File: config.mk
export PLATFORM = sky130hd
export DESIGN_NAME = load_store_unit
export DESIGN_NICKNAME = d
export VERILOG_FILES = /design/src/rtl/lsu_pkg.sv /design/src/rtl/lsu_align.sv /design/src/rtl/load_store_unit.sv
export SDC_FILE = /design/constraint.sdc
export NUM_CORES = 1
export LEC_CHECK = 0
export BUFFER_PORTS_ARGS = -buffer_cell sky130_fd_sc_hd__buf_2
export CAP_MARGIN = 5
export CORE_MARGIN = 2
export CORE_UTILIZATION = 51
export CTS_CLUSTER_DIAMETER = 60
export DETAILED_ROUTE_END_ITERATION = 6
export GPL_ROUTABILITY_DRIVEN = 0
export PLACE_DENSITY = 0.83
export SLEW_MARGIN = 20
export SYNTH_ARGS = -nofsm -noshare
export SYNTH_HDL_FRONTEND = slang
export SYNTH_SLANG_ARGS = --single-unit
File: constraint.sdc
create_clock -name clk_i -period 2.4 [get_ports clk_i]
set_input_delay 0.12 -clock clk_i [delete_from_list [all_inputs] [get_ports clk_i]]
set_output_delay 0.12 -clock clk_i [all_outputs]
set_load 0.05 [all_outputs]
File: src/rtl/lsu_pkg.sv
// Shared types and lane helpers for the load/store unit: FSM states, RV32I
// size/sign funct3 codes, and little-endian lane extract/merge functions.
package lsu_pkg;

    typedef enum logic [1:0] {
        IDLE = 2'd0,
        RD   = 2'd1,
        CAP  = 2'd2,
        WR   = 2'd3
    } lsu_state_t;

    localparam logic [2:0] F3_B  = 3'b000;
    localparam logic [2:0] F3_H  = 3'b001;
    localparam logic [2:0] F3_W  = 3'b010;
    localparam logic [2:0] F3_BU = 3'b100;
    localparam logic [2:0] F3_HU = 3'b101;

    function automatic logic [31:0] lane_extract(input logic [31:0] word,
                                                 input logic [1:0]  off,
                                                 input logic [2:0]  funct3);
        logic [7:0]  b;
        logic [15:0] h;
        logic [31:0] r;
        case (off)
            2'd0:    b = word[7:0];
            2'd1:    b = word[15:8];
            2'd2:    b = word[23:16];
            2'd3:    b = word[31:24];
            default: b = word[7:0];
        endcase
        h = off[1] ? word[31:16] : word[15:0];
        case (funct3)
            F3_B:    r = {{24{b[7]}}, b};
            F3_BU:   r = {24'd0, b};
            F3_H:    r = {{16{h[15]}}, h};
            F3_HU:   r = {16'd0, h};
            default: r = word;
        endcase
        return r;
    endfunction

    function automatic logic [31:0] lane_merge(input logic [31:0] word,
                                               input logic [31:0] wdata,
                                               input logic [1:0]  off,
                                               input logic [2:0]  funct3);
        logic [31:0] r;
        r = word;
        case (funct3)
            F3_B, F3_BU: begin
                case (off)
                    2'd0:    r[7:0]   = wdata[7:0];
                    2'd1:    r[15:8]  = wdata[7:0];
                    2'd2:    r[23:16] = wdata[7:0];
                    2'd3:    r[31:24] = wdata[7:0];
                    default: r[7:0]   = wdata[7:0];
                endcase
            end
            F3_H, F3_HU: begin
                if (off[1]) begin
                    r[31:16] = wdata[15:0];
                end else begin
                    r[15:0] = wdata[15:0];
                end
            end
            default: r = wdata;
        endcase
        return r;
    endfunction

endpackage

File: src/rtl/lsu_align.sv
// Combinational lane logic: request legality/alignment check plus load
// extraction and sub-word store merge for the operation in flight.
module lsu_align
    import lsu_pkg::*;
(
    input  logic        i_req_we,
    input  logic [2:0]  i_req_funct3,
    input  logic [1:0]  i_req_off,
    input  logic [31:0] i_mem_word,
    input  logic [31:0] i_wdata,
    input  logic [2:0]  i_funct3,
    input  logic [1:0]  i_off,
    output logic [31:0] o_load,
    output logic [31:0] o_merged,
    output logic        o_req_err
);

    logic w_illegal;
    logic w_misaligned;

    // Unsigned variants exist only for loads
    always_comb begin
        w_illegal = 1'b0;
        case (i_req_funct3)
            F3_B, F3_H, F3_W: w_illegal = 1'b0;
            F3_BU, F3_HU:     w_illegal = i_req_we;
            default:          w_illegal = 1'b1;
        endcase
    end

    always_comb begin
        w_misaligned = 1'b0;
        case (i_req_funct3[1:0])
            2'b01:   w_misaligned = i_req_off[0];
            2'b10:   w_misaligned = (i_req_off != 2'b00);
            default: w_misaligned = 1'b0;
        endcase
    end

    assign o_req_err = w_illegal | w_misaligned;
    assign o_load    = lane_extract(i_mem_word, i_off, i_funct3);
    assign o_merged  = lane_merge(i_mem_word, i_wdata, i_off, i_funct3);

endmodule

File: src/rtl/load_store_unit.sv
// Load/store initiator for a single-port word memory with active-low strobes;
// sub-word stores are done as read-modify-write.
module load_store_unit
    import lsu_pkg::*;
#(
    parameter int WORDS      = 10,
    parameter int DATA_WIDTH = 32
) (
    input  logic                  clk_i,
    input  logic                  reset_i,
    input  logic                  req_i,
    input  logic                  we_i,
    input  logic [2:0]            funct3_i,
    input  logic [31:0]           addr_i,
    input  logic [DATA_WIDTH-1:0] wdata_i,
    output logic                  ready_o,
    output logic                  done_o,
    output logic                  err_o,
    output logic [DATA_WIDTH-1:0] rdata_o,
    output logic [WORDS-1:0]      mem_addr_o,
    output logic [DATA_WIDTH-1:0] mem_data_o,
    output logic                  mem_wr_o,
    output logic                  mem_rd_o,
    input  logic [DATA_WIDTH-1:0] mem_data_i
);

    lsu_state_t            r_state;
    logic                  r_we;
    logic [2:0]            r_funct3;
    logic [1:0]            r_off;
    logic [DATA_WIDTH-1:0] r_wdata;
    logic [DATA_WIDTH-1:0] r_rdata;
    logic [DATA_WIDTH-1:0] r_mem_data;
    logic [WORDS-1:0]      r_mem_addr;
    logic                  r_done;
    logic                  r_err;

    logic [DATA_WIDTH-1:0] w_load;
    logic [DATA_WIDTH-1:0] w_merged;
    logic                  w_req_err;
    logic                  w_unused_addr;

    // Address bits above the memory size wrap away
    assign w_unused_addr = &{1'b0, addr_i[31:WORDS+2]};

    lsu_align u_align (
        .i_req_we     (we_i),
        .i_req_funct3 (funct3_i),
        .i_req_off    (addr_i[1:0]),
        .i_mem_word   (mem_data_i),
        .i_wdata      (r_wdata),
        .i_funct3     (r_funct3),
        .i_off        (r_off),
        .o_load       (w_load),
        .o_merged     (w_merged),
        .o_req_err    (w_req_err)
    );

    // Request acceptance, RMW sequencing and completion flags
    always_ff @(posedge clk_i) begin
        if (reset_i) begin
            r_state    <= IDLE;
            r_we       <= 1'b0;
            r_funct3   <= 3'b000;
            r_off      <= 2'b00;
            r_wdata    <= {DATA_WIDTH{1'b0}};
            r_rdata    <= {DATA_WIDTH{1'b0}};
            r_mem_data <= {DATA_WIDTH{1'b0}};
            r_mem_addr <= {WORDS{1'b0}};
            r_done     <= 1'b0;
            r_err      <= 1'b0;
        end else begin
            r_done <= 1'b0;
            r_err  <= 1'b0;
            case (r_state)
                IDLE: begin
                    if (req_i) begin
                        if (w_req_err) begin
                            r_done <= 1'b1;
                            r_err  <= 1'b1;
                        end else begin
                            r_we       <= we_i;
                            r_funct3   <= funct3_i;
                            r_off      <= addr_i[1:0];
                            r_wdata    <= wdata_i;
                            r_mem_addr <= addr_i[WORDS+1:2];
                            if (we_i && (funct3_i == F3_W)) begin
                                r_mem_data <= wdata_i;
                                r_state    <= WR;
                            end else begin
                                r_state <= RD;
                            end
                        end
                    end
                end
                RD: r_state <= CAP;
                CAP: begin
                    if (r_we) begin
                        r_mem_data <= w_merged;
                        r_state    <= WR;
                    end else begin
                        r_rdata <= w_load;
                        r_done  <= 1'b1;
                        r_state <= IDLE;
                    end
                end
                WR: begin
                    r_done  <= 1'b1;
                    r_state <= IDLE;
                end
                default: r_state <= IDLE;
            endcase
        end
    end

    // Strobes are blocked while reset is asserted so an aborted RMW never writes
    assign mem_rd_o   = ~((r_state == RD) & ~reset_i);
    assign mem_wr_o   = ~((r_state == WR) & ~reset_i);
    assign ready_o    = (r_state == IDLE);
    assign done_o     = r_done;
    assign err_o      = r_err;
    assign rdata_o    = r_rdata;
    assign mem_addr_o = r_mem_addr;
    assign mem_data_o = r_mem_data;

endmodule

Yosys cells after proc, flatten, opt, wreduce, memory -nomap -nowiden
Cells that the tools add are included.
- register bits: 116
- bits of input ports: 103
- output and inout bits: 79
- logic and storage cells: 80
- eq/ne operators: 19
- muxes and demuxes: 26
- bitwise logic cells: 9
- reductions and logical operators: 16
- operators by type and width (cell ; number):
    32-bit two-way mux ; 4
    32-bit one-hot mux with 2 select lines ; 2
    32-bit one-hot mux with 4 select lines ; 1
    16-bit two-way mux ; 3
    8-bit two-way mux ; 4
    8-bit one-hot mux with 4 select lines ; 1
    3-bit == test, second input constant ; 4
    2-bit == test, second input constant ; 5
    2-bit two-way mux ; 4
    2-bit one-hot mux with 4 select lines ; 1
    2-bit OR reduction ; 4
    2-bit by 1-bit == test with 1-bit output, second input constant ; 3
    3-bit by 1-bit == test with 1-bit output, second input constant ; 2
    3-bit zero test ; 2
    2-bit inequality test, second input constant ; 3
    1-bit NOT ; 6
    5-bit AND reduction ; 1
    2-bit zero test ; 2
    1-bit one-hot mux with 2 select lines ; 2
    2-bit AND reduction ; 2
    2-bit nonzero test ; 2
    3-bit by 2-bit == test with 1-bit output, second input constant ; 1
    1-bit two-way mux ; 3
    1-bit one-hot mux with 3 select lines ; 1
    6 further kinds ; 7

Longest topological paths before layout
Gate-level depths: netlist (run 1).
- depth in word-level cells: 7
- mapped depth: 9
- depth with buffers taken out: 7

Hierarchy
Synthesis (run 1) repeated with hierarchy kept, for this count alone.
- cells, all modules: 812
- area total of the unflattened synthesis: 6258.5 sq um
- modules (own cells, without submodules) (module ; instances ; cells an instance ; area an instance (sq um) ; sequential area each (sq um)):
    load_store_unit ; 1 ; 556 ; 4679.5 ; 2322.2
    lsu_align ; 1 ; 256 ; 1579.0 ; 0.0

Worst setup path before layout (run 1)
Ideal clock, no wire load.
- kind: input -> register
- start point: in funct3_i[0]
- end point: reg r_mem_data[28] (netlist: mem_data_o[28])
- setup time: 87 ps
- data arrival time: 1667 ps
- data required time: 2313 ps
- setup slack: 646 ps
- stages: 8
- path buffers: 1
- cell sequence: inv_1 > ha_1 > o211a_1 > a31oi_4 > nand3_4 > a211o_4 > buf_6 > o31ai_1
- word-level cells in the longest chain between the ends: 6
- elaborated cells between the ends (all ways): 16
- those cells by class: 8 x eq/ne; 2 x mux; 1 x bitwise; 5 x reduce/logical
- ends and longest elaborated chain (item ; line ; RTL):
    start: declaration ; load_store_unit.sv:13 ; input logic [2:0] funct3_i,
    3-bit by 2-bit == test with 1-bit output (tied with other cells) ; lsu_align.sv:24, load_store_unit.sv:87 ;
    3-bit OR reduction / 2-bit OR reduction (equally long branches) ; lsu_align.sv:24 ; case (i_req_funct3)
    1-bit one-hot mux with 2 select lines ; lsu_align.sv:24 ;
    1-bit OR ; lsu_align.sv:40 ; assign o_req_err = w_illegal | w_misaligned;
    2-bit inequality test (no source line) ; - ;
    5-bit AND reduction (no source line) (*) ; - ;
    end signal: assignment ; load_store_unit.sv:68 ; r_mem_data <= {DATA_WIDTH{1'b0}};
    end signal: assignment ; load_store_unit.sv:88 ; r_mem_data <= wdata_i;
    end signal: assignment ; load_store_unit.sv:99 ; r_mem_data <= w_merged;
    end: declaration ; load_store_unit.sv:33 ; logic [DATA_WIDTH-1:0] r_mem_data;
Mark *: on every way between the ends. The rest lies on a longest branch, timed or not.
A chain may end at the register's enable or synchronous reset.

Worst setup path in the final report (run 1)
- start point: in funct3_i[0]
- end point: reg r_mem_addr[9] (netlist: mem_addr_o[9])
- word-level cells in the longest chain between the ends: 6
- elaborated cells between the ends (all ways): 14
- those cells by class: 6 x eq/ne; 2 x mux; 2 x bitwise; 4 x reduce/logical
- ends and longest elaborated chain (item ; line ; RTL):
    3-bit by 2-bit == test with 1-bit output (tied with other cells) ; lsu_align.sv:24 ;
    3-bit OR reduction / 2-bit OR reduction (equally long branches) ; lsu_align.sv:24 ;
    1-bit one-hot mux with 2 select lines ; lsu_align.sv:24 ;
    1-bit OR (*) ; lsu_align.sv:40 ;
    1-bit NOT (no source line) (*) ; - ;
    3-bit AND reduction (no source line) (*) ; - ;
    end signal: assignment ; load_store_unit.sv:69 ; r_mem_addr <= {WORDS{1'b0}};
    end signal: assignment ; load_store_unit.sv:86 ; r_mem_addr <= addr_i[WORDS+1:2];
    end: declaration ; load_store_unit.sv:34 ; logic [WORDS-1:0] r_mem_addr;
Marked as above.

==> results of run 1 <==
==> per-layer routing <==
metal,GRT usage,vias up
met5,0,-
met4,0.167,0
met3,0.0741,81
met2,0.495,370
met1,0.403,2917
li1,-,2987
==> worst reg2reg max path, stage by stage, from the launching register on <==
cell	delay, ns
dfxtp_1	0.39
nand2b_1	0.19
nor2_1	0.36
nand3_2	0.16
buf_12	0.22
nand2_1	0.12
a21oi_1	0.08
dlygate4sd3_1	0.58
==> worst paths after layout <==
| path | startpoint | to | slack, ns |
|---|---|---|---|
| max | funct3_i[0] | mem_addr_o[9] | 0.14 |
| min | reset_i | done_o | 0.02 |
| max reg2reg | r_state[1] | mem_addr_o[9] | 0.19 |
| min reg2reg | r_wdata[26] | r_wdata[26] | 0.45 |
==> state kept, by name (all words and copies together) (netlist names) <==
signal / count
rdata_o: 32
mem_addr_o: 10
r_off: 2
r_state: 2
r_wdata: 32
mem_data_o: 32
err_o: 1
done_o: 1
r_we: 1
r_funct3: 3
==> layout make-up <==
type | count | area [um^2]
sequential | 116 | 2320
timing repair buffer | 266 | 1800
clock buffer | 17 | 414
clock inverter | 15 | 181
inverter | 3 | 11.3
fill | 749 | 2810
tap | 140 | 175
multi-input combinational | 538 | 3130
==> timing repair <==
item,in CTS,in global routing
endpoints found under the setup margin,0,19
setup buffers,0,1
endpoints found under the hold margin,89,0
hold buffers,77,0
gates resized for setup,0,6
==> stage by stage <==
stage	area, um^2	total power, W	utilization	TNS, ns	hold WS, ns
2_1_floorplan	5690	0.00282	-	0	0.256
3_3_place_gp	6640	0.00311	0.612	0	0.361
3_5_place_dp	6640	0.00313	0.612	0	0.370
4_1_cts	8010	0.00574	0.738	0	0.00473
5_1_grt	8030	0.00596	0.741	-0.00466	0.0347
6_report	8030	0.00578	0.741	0	0.0211
==> cells in the final DEF (no fill, tap or decap), drive strengths merged, types with 9 or more instances in the layout <==
master / n
a211oi: 25
a22o: 17
clkbuf: 17
nand3: 9
mux2i: 37
dfxtp: 116
a21oi: 75
and3: 9
dlygate4sd3: 77
a211o: 9
o22ai: 15
buf: 189
nor2: 69
o21ai: 19
a221oi: 10
nand2: 168
==> power breakdown <==
| group | total [W] | switching (W) | leakage (nW) | internal (W) |
|---|---|---|---|---|
| logic | 0.00112 | 0.000706 | 2.22 | 0.000413 |
| clock network | 0.00255 | 0.000962 | 0.288 | 0.00159 |
| registers | 0.00211 | 0.0000818 | 0.942 | 0.00203 |
| total | 0.00578 | 0.00175 | 3.45 | 0.00403 |
==> kinds of logic after synthesis <==
logic type	Yosys count	share of synthesized area
buffers and inverters	64	0.0482
adders and majority gates	3	0.00660
DFF	116	0.408
muxes	46	0.0849
and+or+nand+nor	294	0.222
AOI/OAI and AO/OA	195	0.231
==> metrics.md, run 1 <==
| Metric | Value |
|---|---|
| Number of nets in the synthesized netlist | between 800 and 900 |
| # IOs | between 150 and 200 |
| Crit Path Class | primary input to flip-flop |
| Routed vias | 6355 |
| Number of buffers on the longest clock path | 2 |
| Via count of the first global-routing pass | ~6000 |
| Buffers and inverters on the worst path | 5 |
| Average wire per cell in the routed design | ~17 um |
| Placement row count | 38 |
| Synthesized netlist cell count | around 720 |
| Number of pins exceeding their max-slew limit in the final report | 0 |
| Height of the chip | between 100 and 150 um |
| Tcrit/Tclk final | 0.943 |
| Clock slew at the register clock pins of the worst setup and hold paths | 0.06 ns |
| Detailed-routed wire length on met2 | 8.70 mm |
| Total routing usage reported by global routing | 0.316 |
| Most numerous cell on the critical path | dlygate4sd3_1 |
| Slew at the pin with the worst max-slew slack | between 0.8 and 0.9 ns |
| Synthesized area | ~5700 um^2 |
| Endpoint required time on the critical path | around 2.8 ns |
| Total core area | 10800 um^2 |
| Maximum fanout along the worst path | 48 |
| Initial antenna violation count | 0 |
| Root Driver | clkbuf_8 |
| Post-detailed-route DRC marker count | 0 |
| Kind of launch point of the worst setup path | primary input |
| Synthesized area divided by synthesized cell count | ~7.9 um^2 |
| Max-Cap Viols | 0 |
| Most area-consuming cells after synthesis | dfxtp_1 41%, nand2_1 11%, a21oi_1 6.5% |
| Depth of the worst register-to-register path | 7 |
| Antenna Diode Count | 0 |
| TritonCTS buffer count | 17 |
| Post-DRT Antenna Nets | 0 |
| Most used flip-flop cell after synthesis | dfxtp_1 |
| Worst-case clock skew | ~0.011 ns |
| Top metal layer carrying routed signals | met4 |
| Worst Hold Depth | 2 |
| Met3 wire length | about 1.7 mm |
| Relative slew margins | 0.423 |
| Logic depth of the worst path, buffers included | 11 |
| Placed Cells incl. Taps | slightly below 1000 |
| Insertion delay to the later sink of the worst-skew pair | between 0.5 and 0.6 ns |
| Endpoint arrival time on the critical path | between 2 and 3 ns |
| DR vias/cell | ~5.8 |
| Overall die width | approximately 110 um |
| Worst IR Drop VDD | around 0.48 mV |
| CTS tree | done |
| Portion of the post-synthesis area used by sequential elements | 0.408 |
| Synthesized flop and latch total | ~120 |
| Number of enable-type register cells in the synthesized netlist | 0 |
| Cell types with the highest counts after synthesis | 168 x nand2_1, 116 x dfxtp_1, 74 x a21oi_1 |
| Element type at the critical path end | flip-flop |
| Fraction of layout cells with a size suffix above 1 | 0.258 |
| Power per Cell Area | approximately 720 nW/um^2 |
| Count of warnings emitted by yosys | 0 |
| Async set or reset register ratio after synthesis | 0 |
| Post-layout nets | around 1000 |
| Overflow left after global routing | 0 |
| Fmax | ~0.44 GHz |
| Count of port buffers added during placement | between 150 and 200 |
| Worst setup slack after layout | 0.137 ns |
| Number of failing hold endpoints at the final stage | 0 |
| Post-synth top area share | 0.408 |
| Total leakage power | roughly 3.5 nW |
| First-pass GRT wire length | a little under 30 mm |
| Critical path, cell by cell | dlygate4sd3_1 -> buf_2 -> inv_1 -> ha_1 -> o211a_1 -> a31oi_4 -> nand3_2 -> buf_12 -> nand2_1 -> a21oi_1 -> dlygate4sd3_1 |
| H-Tree Depth | 4 |
| Critical-path cell with the highest stage delay | dlygate4sd3_1 |
| Placement-stage worst setup slack | around 0.16 ns |
| Fin crit period | about 2.3 ns |
| Count of clock tree sinks | approximately 120 |
| CP max stage delay | just under 0.6 ns |
| Number of detailed-routing iterations run before antenna repair | 6 |
| Detailed placement HPWL | approximately 12 mm |
| Hold crit path type | primary input to flip-flop |
| Cell type with the highest aggregate area in the netlist | dfxtp_1 |
| Initial Util | 0.525 |
| Count of final setup violators | 0 |
| Growth of design area from synthesis to finish | 41.1% |
| Non-filler cells, final | 1095 |
| Largest net degree at the start of global routing | between 40 and 50 |
| Initial DRC Count | between 700 and 800 |
| Number of different library cells in the post-synthesis netlist | 47 |
| Wire length on met1 | between 7 and 8 mm |
| Category of cells accounting for the largest share of critical-path delay | buffers and inverters |
| Outcome | finished, final reports clean |
| Final wirelength | roughly 19 mm |
| Most frequently used cell type in the post-synthesis netlist | nand2_1 |
| Floorplan die area | between 10000 and 15000 um^2 |
No activity file was read; power rests on OpenSTA's default activity.
==> inputs of run 2 (changes only) <==
GPL_TIMING_DRIVEN = 0   (was unset)
==> run 2 against run 1 <==
The run now ends with DRC left. Sequential power barely moved. Final cell count rose by 2.4%. First-iteration DRC count rose by 10%. Clock power rose by 9.4%. Combinational power barely moved. Clock skew fell by 0.0023 ns. Wire length rose by 8.8%. Setup slack got worse by 0.0034 ns. Via count rose by 3.5%. Non-clock buffer count rose by 26. Critical path type is now flip-flop to flip-flop. Largest power group unchanged.
==> metrics.md, run 2 (synthesis results as in run 1) <==
| Metric | Value |
|---|---|
| Element type at the critical path end | flip-flop |
| Setup tns final | 0 ns |
| Hold crit path type | primary input to flip-flop |
| Number of failing hold endpoints at the final stage | 0 |
| Most frequent standard cell in the layout excluding fill and tap cells | buf_2 |
| RSZ-0062 raised after global routing | no |
| Count of port buffers added during placement | 160 |
| Worst IR Drop VDD | 0.670 mV |
| First-pass GRT wire length | approximately 31 mm |
| Endpoint arrival time on the critical path | 2.65 ns |
| # IOs | between 150 and 200 |
| Total core area | 10800 um^2 |
| Growth of design area from synthesis to finish | 41.1% |
| Post-layout nets | between 1000 and 1500 |
| Overall die width | about 110 um |
| Final standard cell utilization of the core | 0.741 |
| Worst-case clock skew | between 0.008 and 0.009 ns |
| Worst reg-to-reg setup slack | between 0.1 and 0.15 ns |
| Count of final setup violators | 0 |
| Number of post-CTS setup repair buffers | 0 |
| Wire length on met1 | 7.95 mm |
| Fraction of layout cells with a size suffix above 1 | 0.236 |
| Max-Cap Viols | 0 |
| Maximum fanout along the worst path | 10 |
| Number of pins exceeding their max-slew limit in the final report | 0 |
| Antenna Diode Count | 0 |
| Depth of the worst register-to-register path | 5 |
| Worst flop-to-flop path startpoint | r_off[0] |
| Average wire per cell in the routed design | ~18 um |
| CTS tree | done |
| H-Tree Depth | 4 |
| Post-detailed-route DRC marker count | 2 |
| Power per Cell Area | 751 nW/um^2 |
| Post-DRT Antenna Nets | 0 |
| Initial Util | 0.525 |
| Overflow left after global routing | 0 |
| Slew at the pin with the worst max-slew slack | between 0.9 and 1 ns |
| Floorplan die area | around 12000 um^2 |
| Crit Path Class | flip-flop to flip-flop |
| Detailed-routed wire length on met2 | between 9 and 10 mm |
| Commonest cells after routing, fill and taps aside | 178 x buf_2, 168 x nand2_1, 116 x dfxtp_1 |
| TritonCTS buffer count | 17 |
| Insertion delay to the later sink of the worst-skew pair | 0.54 ns |
| Count of clock tree sinks | ~120 |
| Fin crit period | between 2 and 2.5 ns |
| Number of detailed-routing iterations run before antenna repair | 7 |
| Detailed placement HPWL | ~14 mm |
| Initial DRC Count | just under 800 |
| Tcrit/Tclk final | 0.945 |
| Total routing usage reported by global routing | 0.345 |
| Endpoint required time on the critical path | 2.79 ns |
| Largest net degree at the start of global routing | 17 |
| Critical path endpoint | mem_data_o[24] |
| Total leakage power | roughly 3.4 nW |
| Relative slew margins | 0.394 |
| Via count of the first global-routing pass | 6346 |
| Fmax | between 0.4 and 0.5 GHz |
| Clock slew at the register clock pins of the worst setup and hold paths | around 0.060 ns |
| Final wirelength | 20.7 mm |
| Kind of launch point of the worst setup path | flip-flop |
| Reg2Reg Capture Point | mem_data_o[24] |
| Top metal layer carrying routed signals | met4 |
| Initial antenna violation count | 0 |
| Height of the chip | ~110 um |
| Routed vias | about 6600 |
| Start point of the critical path | r_off[0] |
| Outcome | complete, but fails checks |
| Met3 wire length | about 2.2 mm |
| DR vias/cell | 5.87 |
| Placement row count | 38 |
| Root Driver | clkbuf_8 |
| Number of buffers on the longest clock path | 2 |
| Violated checks | DRC |
## run 2: cell types whose count changed in the layout (fill, tap and decap cells not counted), sizes merged
cell         previous run  this run
clkbuf                 17        60
clkinvlp                2         1
inv                     5         3
bufinv                  3         5
clkinv                  8         3
dlygate4sd3            77        71
buf                   189       184
## run 2: layout make-up
type | instances | area [um^2]
Multi-Input combinational cell | 538 | 3090
Fill cell | 787 | 2810
Sequential cell | 116 | 2320
Timing Repair Buffer | 231 | 1510
Clock buffer | 23 | 477
Buffer | 61 | 265
Tap cell | 140 | 175
Clock inverter | 9 | 173
Inverter | 3 | 11.3
## run 2: how the worst min path moves through the flow
| stage | cells past startpoint | endpoint | slack (ns) | startpoint |
|---|---|---|---|---|
| floorplan | 2 | r_wdata[16] | 0.26 | wdata_i[16] |
| global placement | 3 | mem_addr_o[0] | 0.36 | addr_i[2] |
| detailed placement | 3 | mem_addr_o[1] | 0.37 | addr_i[3] |
| CTS | 3 | rdata_o[4] | 0.002 | mem_data_i[4] |
| global route | 3 | rdata_o[4] | 0.03 | mem_data_i[4] |
| finish | 3 | rdata_o[4] | 0.01 | mem_data_i[4] |
## run 2: per-stage QoR
| step | worst slack, ns | cells | power, W | instance area (um^2) | hold WS (ns) |
|---|---|---|---|---|---|
| after global placement | 0.246 | 1018 | 0.00312 | 6670 | 0.361 |
| final | 0.133 | 1121 | 0.00603 | 8030 | 0.0133 |
| after floorplan | 0.646 | 718 | 0.00282 | 5690 | 0.256 |
| after detailed placement | 0.228 | 1018 | 0.00314 | 6670 | 0.369 |
| after global routing | 0.0365 | 1121 | 0.00621 | 8030 | 0.0283 |
| after CTS | 0.188 | 1120 | 0.00598 | 8020 | 0.00213 |
## run 2: per-layer routing
| metal | track usage | vias to the layer above |
|---|---|---|
| met2 | 0.570 | 502 |
| met5 | 0 | - |
| met3 | 0.0960 | 88 |
| li1 | - | 3038 |
| met1 | 0.409 | 2950 |
| met4 | 0.176 | 0 |
## run 2: worst max-delay path, stage by stage, from the launching register on
cell and delay (ns):
dfxtp_1 0.49, clkbuf_1 0.38, nand2_1 0.30, a211o_1 0.37, a221oi_1 0.41, o31ai_1 0.18
## run 2: power by group
| group | leakage [nW] | internal [W] | total (W) | switching [W] |
|---|---|---|---|---|
| registers | 0.942 | 0.00203 | 0.00210 | 0.0000709 |
| logic | 2.18 | 0.000396 | 0.00114 | 0.000742 |
| clock network | 0.318 | 0.00190 | 0.00279 | 0.000894 |
## run 2: timing repair
action,CTS,global route
hold buffers,70,1
resized for setup,0,4
endpoints found under the setup margin,0,3
endpoints found under the hold margin,87,1
